File: src/rtl/elev_pkg.sv
// Shared constants for the elevator request queue and motion controller.
package elev_pkg;

  // Outcome of an accepted request, reported for one cycle on ins_code
  localparam logic [1:0] INS_NONE  = 2'b00;
  localparam logic [1:0] INS_DUP   = 2'b01;
  localparam logic [1:0] INS_TAIL  = 2'b10;
  localparam logic [1:0] INS_FRONT = 2'b11;

  // Travel direction encoding used on dir_up
  localparam logic DIR_UP   = 1'b1;
  localparam logic DIR_DOWN = 1'b0;

endpackage

File: src/rtl/elev_on_the_way.sv
// Combinational on-the-way test: is the requested floor strictly between
// the car's current floor and the head destination in the travel direction?
module elev_on_the_way
  import elev_pkg::*;
#(
  parameter int FLOOR_W = 3
) (
  input  logic [FLOOR_W-1:0] req_floor,
  input  logic [FLOOR_W-1:0] cur_floor,
  input  logic [FLOOR_W-1:0] head_floor,
  input  logic               dir_up,
  output logic               front
);

  // Strict unsigned compares: a request at the current or head floor is not on the way
  always_comb begin
    if (dir_up == DIR_UP)
      front = (cur_floor < req_floor) && (req_floor < head_floor);
    else
      front = (head_floor < req_floor) && (req_floor < cur_floor);
  end

endmodule

File: src/rtl/elevator_request_queue.sv
// Elevator destination queue: DEPTH-entry shift register with on-the-way
// front insertion. Optional duplicate filtering is enabled by defining
// ELEV_DUP_FILTER_EN; without it duplicates are stored like any request.
module elevator_request_queue
  import elev_pkg::*;
#(
  parameter int FLOORS  = 8,
  parameter int DEPTH   = 4,
  parameter int FLOOR_W = $clog2(FLOORS),
  parameter int CNT_W   = $clog2(DEPTH + 1)
) (
  input  logic               clk,
  input  logic               reset,
  input  logic [FLOOR_W-1:0] cur_floor,
  input  logic               dir_up,
  input  logic               req_valid,
  input  logic [FLOOR_W-1:0] req_floor,
  output logic               req_ready,
  input  logic               pop,
  output logic               head_valid,
  output logic [FLOOR_W-1:0] head_floor,
  output logic [CNT_W-1:0]   count,
  output logic [1:0]         ins_code,
  output logic               range_err
);

  localparam logic [CNT_W-1:0] FULL_CNT = CNT_W'(DEPTH);
  localparam logic [31:0]      FLOORS_U = 32'(FLOORS);

  logic [FLOOR_W-1:0] ent      [DEPTH];
  logic [FLOOR_W-1:0] post_ent [DEPTH];
  logic [FLOOR_W-1:0] ent_n    [DEPTH];
  logic [CNT_W-1:0]   cnt, post_cnt, cnt_n;
  logic [1:0]         ins_q, ins_n;
  logic               rerr_q;
  logic               accept, do_pop, out_of_range, dup_hit, otw, front, store;
  logic [31:0]        req_ext;

  // Ready depends only on reset and the registered count, never on pop
  assign req_ready    = !reset && (cnt != FULL_CNT);
  assign accept       = req_valid && req_ready;
  assign do_pop       = pop && (cnt != '0);
  assign post_cnt     = do_pop ? (cnt - CNT_W'(1)) : cnt;
  assign req_ext      = {{(32-FLOOR_W){1'b0}}, req_floor};
  assign out_of_range = req_ext >= FLOORS_U;

  // Queue contents as seen after this cycle's pop; the vacated top slot reads as zero
  always_comb begin
    for (int i = 0; i < DEPTH; i++) post_ent[i] = ent[i];
    if (do_pop) begin
      for (int i = 0; i < DEPTH - 1; i++) post_ent[i] = ent[i+1];
      post_ent[DEPTH-1] = '0;
    end
  end

  // Duplicate detection against the occupied post-pop entries
  always_comb begin
    dup_hit = 1'b0;
`ifdef ELEV_DUP_FILTER_EN
    for (int i = 0; i < DEPTH; i++)
      if ((CNT_W'(i) < post_cnt) && (post_ent[i] == req_floor)) dup_hit = 1'b1;
`endif
  end

  elev_on_the_way #(.FLOOR_W(FLOOR_W)) u_on_the_way (
    .req_floor  (req_floor),
    .cur_floor  (cur_floor),
    .head_floor (post_ent[0]),
    .dir_up     (dir_up),
    .front      (otw)
  );

  assign front = otw && (post_cnt != '0);
  assign store = accept && !out_of_range && !dup_hit;

  // Next queue contents, count and one-cycle event code
  always_comb begin
    for (int i = 0; i < DEPTH; i++) ent_n[i] = post_ent[i];
    if (store) begin
      if (front) begin
        ent_n[0] = req_floor;
        for (int i = 1; i < DEPTH; i++) ent_n[i] = post_ent[i-1];
      end else begin
        for (int i = 0; i < DEPTH; i++)
          if (CNT_W'(i) == post_cnt) ent_n[i] = req_floor;
      end
    end
    cnt_n = post_cnt + CNT_W'(store);
    ins_n = INS_NONE;
    if (accept && !out_of_range) begin
      if (dup_hit)    ins_n = INS_DUP;
      else if (front) ins_n = INS_FRONT;
      else            ins_n = INS_TAIL;
    end
  end

  // State register: queue, count and event pulses
  always_ff @(posedge clk) begin
    if (reset) begin
      for (int i = 0; i < DEPTH; i++) ent[i] <= '0;
      cnt    <= '0;
      ins_q  <= INS_NONE;
      rerr_q <= 1'b0;
    end else begin
      for (int i = 0; i < DEPTH; i++) ent[i] <= ent_n[i];
      cnt    <= cnt_n;
      ins_q  <= ins_n;
      rerr_q <= accept && out_of_range;
    end
  end

  assign head_valid = (cnt != '0);
  assign head_floor = ent[0];
  assign count      = cnt;
  assign ins_code   = ins_q;
  assign range_err  = rerr_q;

endmodule

File: config.mk
export PLATFORM = sky130hd
export DESIGN_NAME = elevator_request_queue
export DESIGN_NICKNAME = d
export VERILOG_FILES = /design/src/rtl/elev_pkg.sv /design/src/rtl/elev_on_the_way.sv /design/src/rtl/elevator_request_queue.sv
export SDC_FILE = /design/constraint.sdc
export NUM_CORES = 1
export LEC_CHECK = 0
export ABC_AREA = 1
export CORE_ASPECT_RATIO = 1.5
export CORE_MARGIN = 2
export CORE_UTILIZATION = 48
export CTS_CLUSTER_DIAMETER = 40
export DETAILED_ROUTE_END_ITERATION = 6
export PLACE_DENSITY_LB_ADDON = 0.2
export SETUP_SLACK_MARGIN = 0.02
export SLEW_MARGIN = 0
export SYNTH_ARGS = -nofsm -noshare
export SYNTH_HDL_FRONTEND = slang
export SYNTH_SLANG_ARGS = --single-unit
File: constraint.sdc
create_clock -name clk -period 2.2 [get_ports clk]
set_input_delay 0.44 -clock clk [delete_from_list [all_inputs] [get_ports clk]]
set_output_delay 0.44 -clock clk [all_outputs]
set_load 0.01 [all_outputs]
# ---- After elaboration in Yosys (flattened, before gate mapping)
# Memory sizes are Yosys's and may differ from the RTL's.
# Index checks and enable logic that the tools add are counted.
dict set report word_totals {
  ff_bits 6
  latchBits 0
  mem_bits_rw 12
  romBits 0
  inputBits 11
  out_inout_bits 11
  wordCells 51
  memories 1
}
# name depth width rd rd_ports_with_merged_regs wr line_no
set memory_table {}
lappend memory_table {ent 4 3 4 0 4 elevator_request_queue.sv:30} ;# logic [FLOOR_W-1:0] ent [DEPTH];
dict set report op_classes {
  addsub 2
  n_mul 0
  n_div 0
  magnitude_cmp 5
  n_eq_ne 4
  shifts 0
  n_mux 17
  bitwise 5
  reduce_logical 14
}
# cell n
set ops {}
lappend ops {{two-way mux 12 bit} 3}
lappend ops {{two-way mux 3 bit} 9}
lappend ops {{< comparator 3 bit} 4}
lappend ops {{logical AND 1 bit} 8}
lappend ops {{== test 2 x 3 -> 1 bit (first input constant)} 2}
lappend ops {{nonzero test 3 bit} 2}
lappend ops {{two-way mux 1 bit} 5}
lappend ops {{>= comparator 3 x 4 -> 1 bit (second input constant)} 1}
lappend ops {{OR 1 bit} 4}
lappend ops {{adder 3 x 1 -> 3 bit} 1}
lappend ops {{== test 1 x 3 -> 1 bit (first input constant)} 1}
lappend ops {{zero test 3 bit} 1}
lappend ops {{!= test 3 bit (second input constant)} 1}
lappend ops {{subtractor 3 x 1 -> 3 bit (second input constant)} 1}
lappend ops {{zero test 1 bit} 2}
lappend ops {{OR reduction 2 bit} 1}
lappend ops {{NOT 1 bit} 1}

# ---- Longest topological paths before layout
dict set report depth {
  word_depth 10
  depth_mapped 18
}

# ---- Modules after synthesis
# A second synthesis with hierarchy kept.
dict set report hier_totals {
  cells_unflattened 213
  hier_area_um2 1360.1
}
# module n_inst cells_each area_per_inst_um2 seq_area_each_um2
set modules_own_cells {}
lappend modules_own_cells {elevator_request_queue 1 175 1151.1 340.3}
lappend modules_own_cells {elev_on_the_way 1 38 209.0 0.0}

# ---- Worst setup path after synthesis
# Ideal clock, no wire load.
dict set report synth_timing {
  kind {flip-flop to flip-flop}
  start {register cnt[0], in the netlist count[0]}
  end {memory ent[2][0], in the netlist ent[0][6]}
  setup_ns 0.066
  arrival_time_ns 2.478
  slack_ns -0.344
  path_stages_with_launch 18
  path_buffers 1
  path_cell_list {dfxtp_1 -> inv_1 -> ha_1 -> nand2_2 -> nand2_4 -> o21ai_0 -> inv_1 -> ha_1 -> nand2_1 -> nand2_1 -> nor2_1 -> nand3_1 -> nand2_2 -> nand2_4 -> buf_8 -> o21ai_2 -> inv_1 -> a21oi_2}
}
# item line_no
set synth_lines {}
lappend synth_lines {{start, declared} elevator_request_queue.sv:33} ;# logic [CNT_W-1:0] cnt, post_cnt, cnt_n;
lappend synth_lines {{start signal, assigned} elevator_request_queue.sv:106} ;# cnt <= cnt_n;
lappend synth_lines {{end, declared} elevator_request_queue.sv:30}

==> metrics.md <==
| Metric | Value |
|---|---|
| Status | complete, but fails checks |
| Failing checks | negative setup slack |
| Dominant cells by area after synthesis | dfxtp_1 25%, nand2_1 9.8%, ha_1 9.1%, inv_1 7.6%, nand3_1 7.6% |
| Crit path largest cell delay | 480 ps |
| Pre-antenna DRT Iters | 4 |
| GR Util All Layers | 25.5% |
| Origin of the worst min-delay path | ent[0][9]$_SDFF_PP0_ |
| CTS tree | yes |
| Vias in the first global route | 1548 |
| Cells after DPL | 275 |
| Post-layout instance area | 2150 µm² |
| Hold buffers post-CTS | 0 |
| Leakage power | 1.02 nW |
| RR Endpoint | ent[0][4]$_SDFF_PP0_ |
| Required time of the critical path | 2390 ps |
| Hold Crit Endpoint | ent[0][9]$_SDFF_PP0_ |
| CP Max Fanout | 7 |
| Area after DPL | 1810 µm² |
| Mean post-synth cell area | 6.79 µm² |
| Crit. End Element | register |
| Initial core utilization | 51.0% |
| Post-route ant nets | 0 |
| Combinational share of power | 76.6% |
| Sink Count | 17 |
| Clock Path Buffers | 2 |
| Max Cap Viol | 0 |
| CTS root buffer | clkbuf_8 |
| Vias per cell | 5.54 |
| Final Cycle Share | 104% |
| Overflow after GRT | 0 |
| Crit-path cells | clkdlybuf4s50_1, inv_1, ha_1, nand2_1, nand2_1, nor2_1, nand3_4, nand2_8, nand2_8, o21ai_4, inv_2, a21oi_2 |
| Sequential area share after synthesis | 24.7% |
| CTS H-tree depth | 1 |
| DRC Markers | 0 |
| Yosys top cell by area | dfxtp_1 |
| Cell internal pwr | 1.54 mW |
| Largest net degree at the start of global routing | 15 |
| Area growth, synth to finish | 55.9% |
| Initial drt markers | 69 |
| First-pass GRT wire length | 6250 µm |
| Die area | 3330 µm² |
| Non-filler cells in the finished layout | 286 |
| Unrepaired setup endpoints after global routing | true |
| Clock power share | 7.8% |
| Minimum clock period | 2280 ps |
| Hold Path Depth | 2 |
| Final Max Tran Viols | 0 |
| Die height | 69.6 µm |
| Critical path buffers and inverters | 3 |
| Final WS setup | -78.8 ps |
| NetSw | 1.55 mW |
| Clock skew | 1.11 ps |
| Num CTS Buffers | 3 |
| Post-synthesis cell area | 1380 µm² |
| Clock transition at path regs | 70 ps |
| Initial antenna violation count | 0 |
| Top-count cell post-synth | nand2_1 |
| Core area | 2710 µm² |
| Nets | 271 |
| Distinct cells, synth | 24 |
| Top post-synthesis cells by count | 36 x nand2_1, 28 x inv_1, 25 x nor2_1 |
| Critical path class | in -> reg |
| Primary FF master, synth | dfxtp_1 |
| Critical path data arrival time | 2470 ps |
| Port bufs | 20 |
| Critical path launch point type | input port |
| Switching portion of total power | 50.2% |
| CP max stage cell | clkdlybuf4s50_1 |
| Chip Width | 47.8 µm |
| # setup viols final | 12 |
| Vias post-DR | 1584 |
| R2R Path Start | count[0]$_SDFF_PP0_ |
| Placer Congestion | 0.923 |
| DRT Wirelength | 4300 µm |
| Layout cell share with drive strength beyond 1 | 43.0% |
| Reg2reg path depth | 16 |
| Worst vdd ir | 1.02 mV |
| Cell count after synthesis | 203 |
| Fmax achieved | 0.439 GHz |
| Hold Crit Class | reg -> reg |
| Yosys reg bits | 17 |
| IO Pins | 22 |
| PwrDens | 1440 nW/µm² |
| Cell family with most CP delay | simple AND/OR/NAND/NOR gates |
| # diodes | 0 |
| Latest clock arrival within the worst-skew pair | 260 ps |
| Ys async rst share | 0% |
| Part of the power in registers | 15.7% |
| Synth top area share | 24.7% |
| Post-DR wirelength/cell | 15.0 µm |
| Fin. Hold Viols | 0 |
| R2R Setup Slk | -40 ps |
| EDFF count, synth | 0 |
| DP Wirelength | 2840 µm |
| Post-Syn Nets | 224 |
| Core Rows | 23 |
| Fill cell count | 185 |
| Yosys warns | 0 |
cell usage in the layout, fill, tap and decap left out, types with 5 or more instances in the layout:
master / instances
nor2_1: 21
inv_1: 23
ha_1: 7
nand3_2: 7
inv_2: 9
nand2_2: 15
nand2_1: 24
clkdlybuf4s50_1: 18
nand3_4: 5
a21oi_2: 6
nand2_4: 7
dfxtp_1: 15
buf_4: 24
o21ai_2: 7
nand3_1: 12
metal layers:
metal	global-route usage (%)	vias up	wire (µm)
li1	-	742	-
met1	24.6	751	1390
met2	45.2	65	2380
met3	3.39	26	216
met4	16.5	0	308
met5	0	-	0
cell families after synthesis:
group / synth area share [%]
muxes: 2.18
buffers and inverters: 13.5
and+or+nand+nor: 37.5
adders and majority gates: 9.07
other: 0.272
DFF: 24.7
AOI/OAI and AO/OA: 12.8
per-stage QoR:
step / power [mW] / worst slack [ps] / TNS, ps / utilization (%) / hold WS (ps)
after floorplan: 1.73 / 21.1 / 0 / - / 466
after global placement: 2.23 / -513 / -4490 / 67.0 / 486
after detailed placement: 2.28 / -606 / -5430 / 67.0 / 483
after CTS: 2.72 / 21.9 / 0 / 72.8 / 500
after global routing: 3.32 / -200 / -1910 / 79.5 / 527
final: 3.09 / -78.8 / -410 / 79.5 / 497
power by group through the flow:
stage | registers [mW] | clock network, mW | logic (mW)
after global placement | 0.477 | 0 | 1.75
after detailed placement | 0.484 | 0 | 1.80
after global routing | 0.494 | 0.258 | 2.57
after CTS | 0.478 | 0.243 | 2.00
final | 0.484 | 0.240 | 2.37
after floorplan | 0.482 | 0 | 1.25
worst min-delay path: cells and delay by family (launching register included):
kind | cells | cell delay (ps)
simple gates | 1 | 80
flops | 1 | 330
compound gates | 1 | 60
cell type report:
type | count | area [µm²] | area share (%)
multi-input cells | 147 | 1160 | 53.8
repair buffers | 48 | 432 | 20.1
flip-flops and latches | 17 | 343 | 15.9
inverters | 33 | 126 | 5.88
well taps | 37 | 46.3 | 2.15
clock buffers | 3 | 41.3 | 1.92
clock inverters | 1 | 5.00 | 0.233
how the worst max path moves through the flow:
stage,slack [ps],cells past startpoint,end,startpoint
final,-80,12,ent[0][4]$_SDFF_PP0_,req_floor[2]
after detailed placement,-610,14,ent[0][4]$_SDFF_PP0_,pop
after global routing,-200,12,ent[0][6]$_SDFF_PP0_,req_floor[2]
after floorplan,20,16,ent[0][6]$_SDFF_PP0_,count[0]$_SDFF_PP0_
after global placement,-510,13,ent[0][4]$_SDFF_PP0_,pop
after CTS,20,17,ent[0][10]$_SDFF_PP0_,count[0]$_SDFF_PP0_
what timing repair did:
item | 4_1_cts | 5_1_grt
hold endpoints to repair | 0 | 0
setup buffers | 4 | 1
pin swaps | 6 | 14
gates resized for setup | 12 | 46
setup endpoints to repair | 12 | 12
cloned | 2 | 0
state kept, by name, summed over array words and instances, names as in the netlist:
signal and count:
count 3, ent 12, ins_code 2
(Power assumes the default switching activity.)
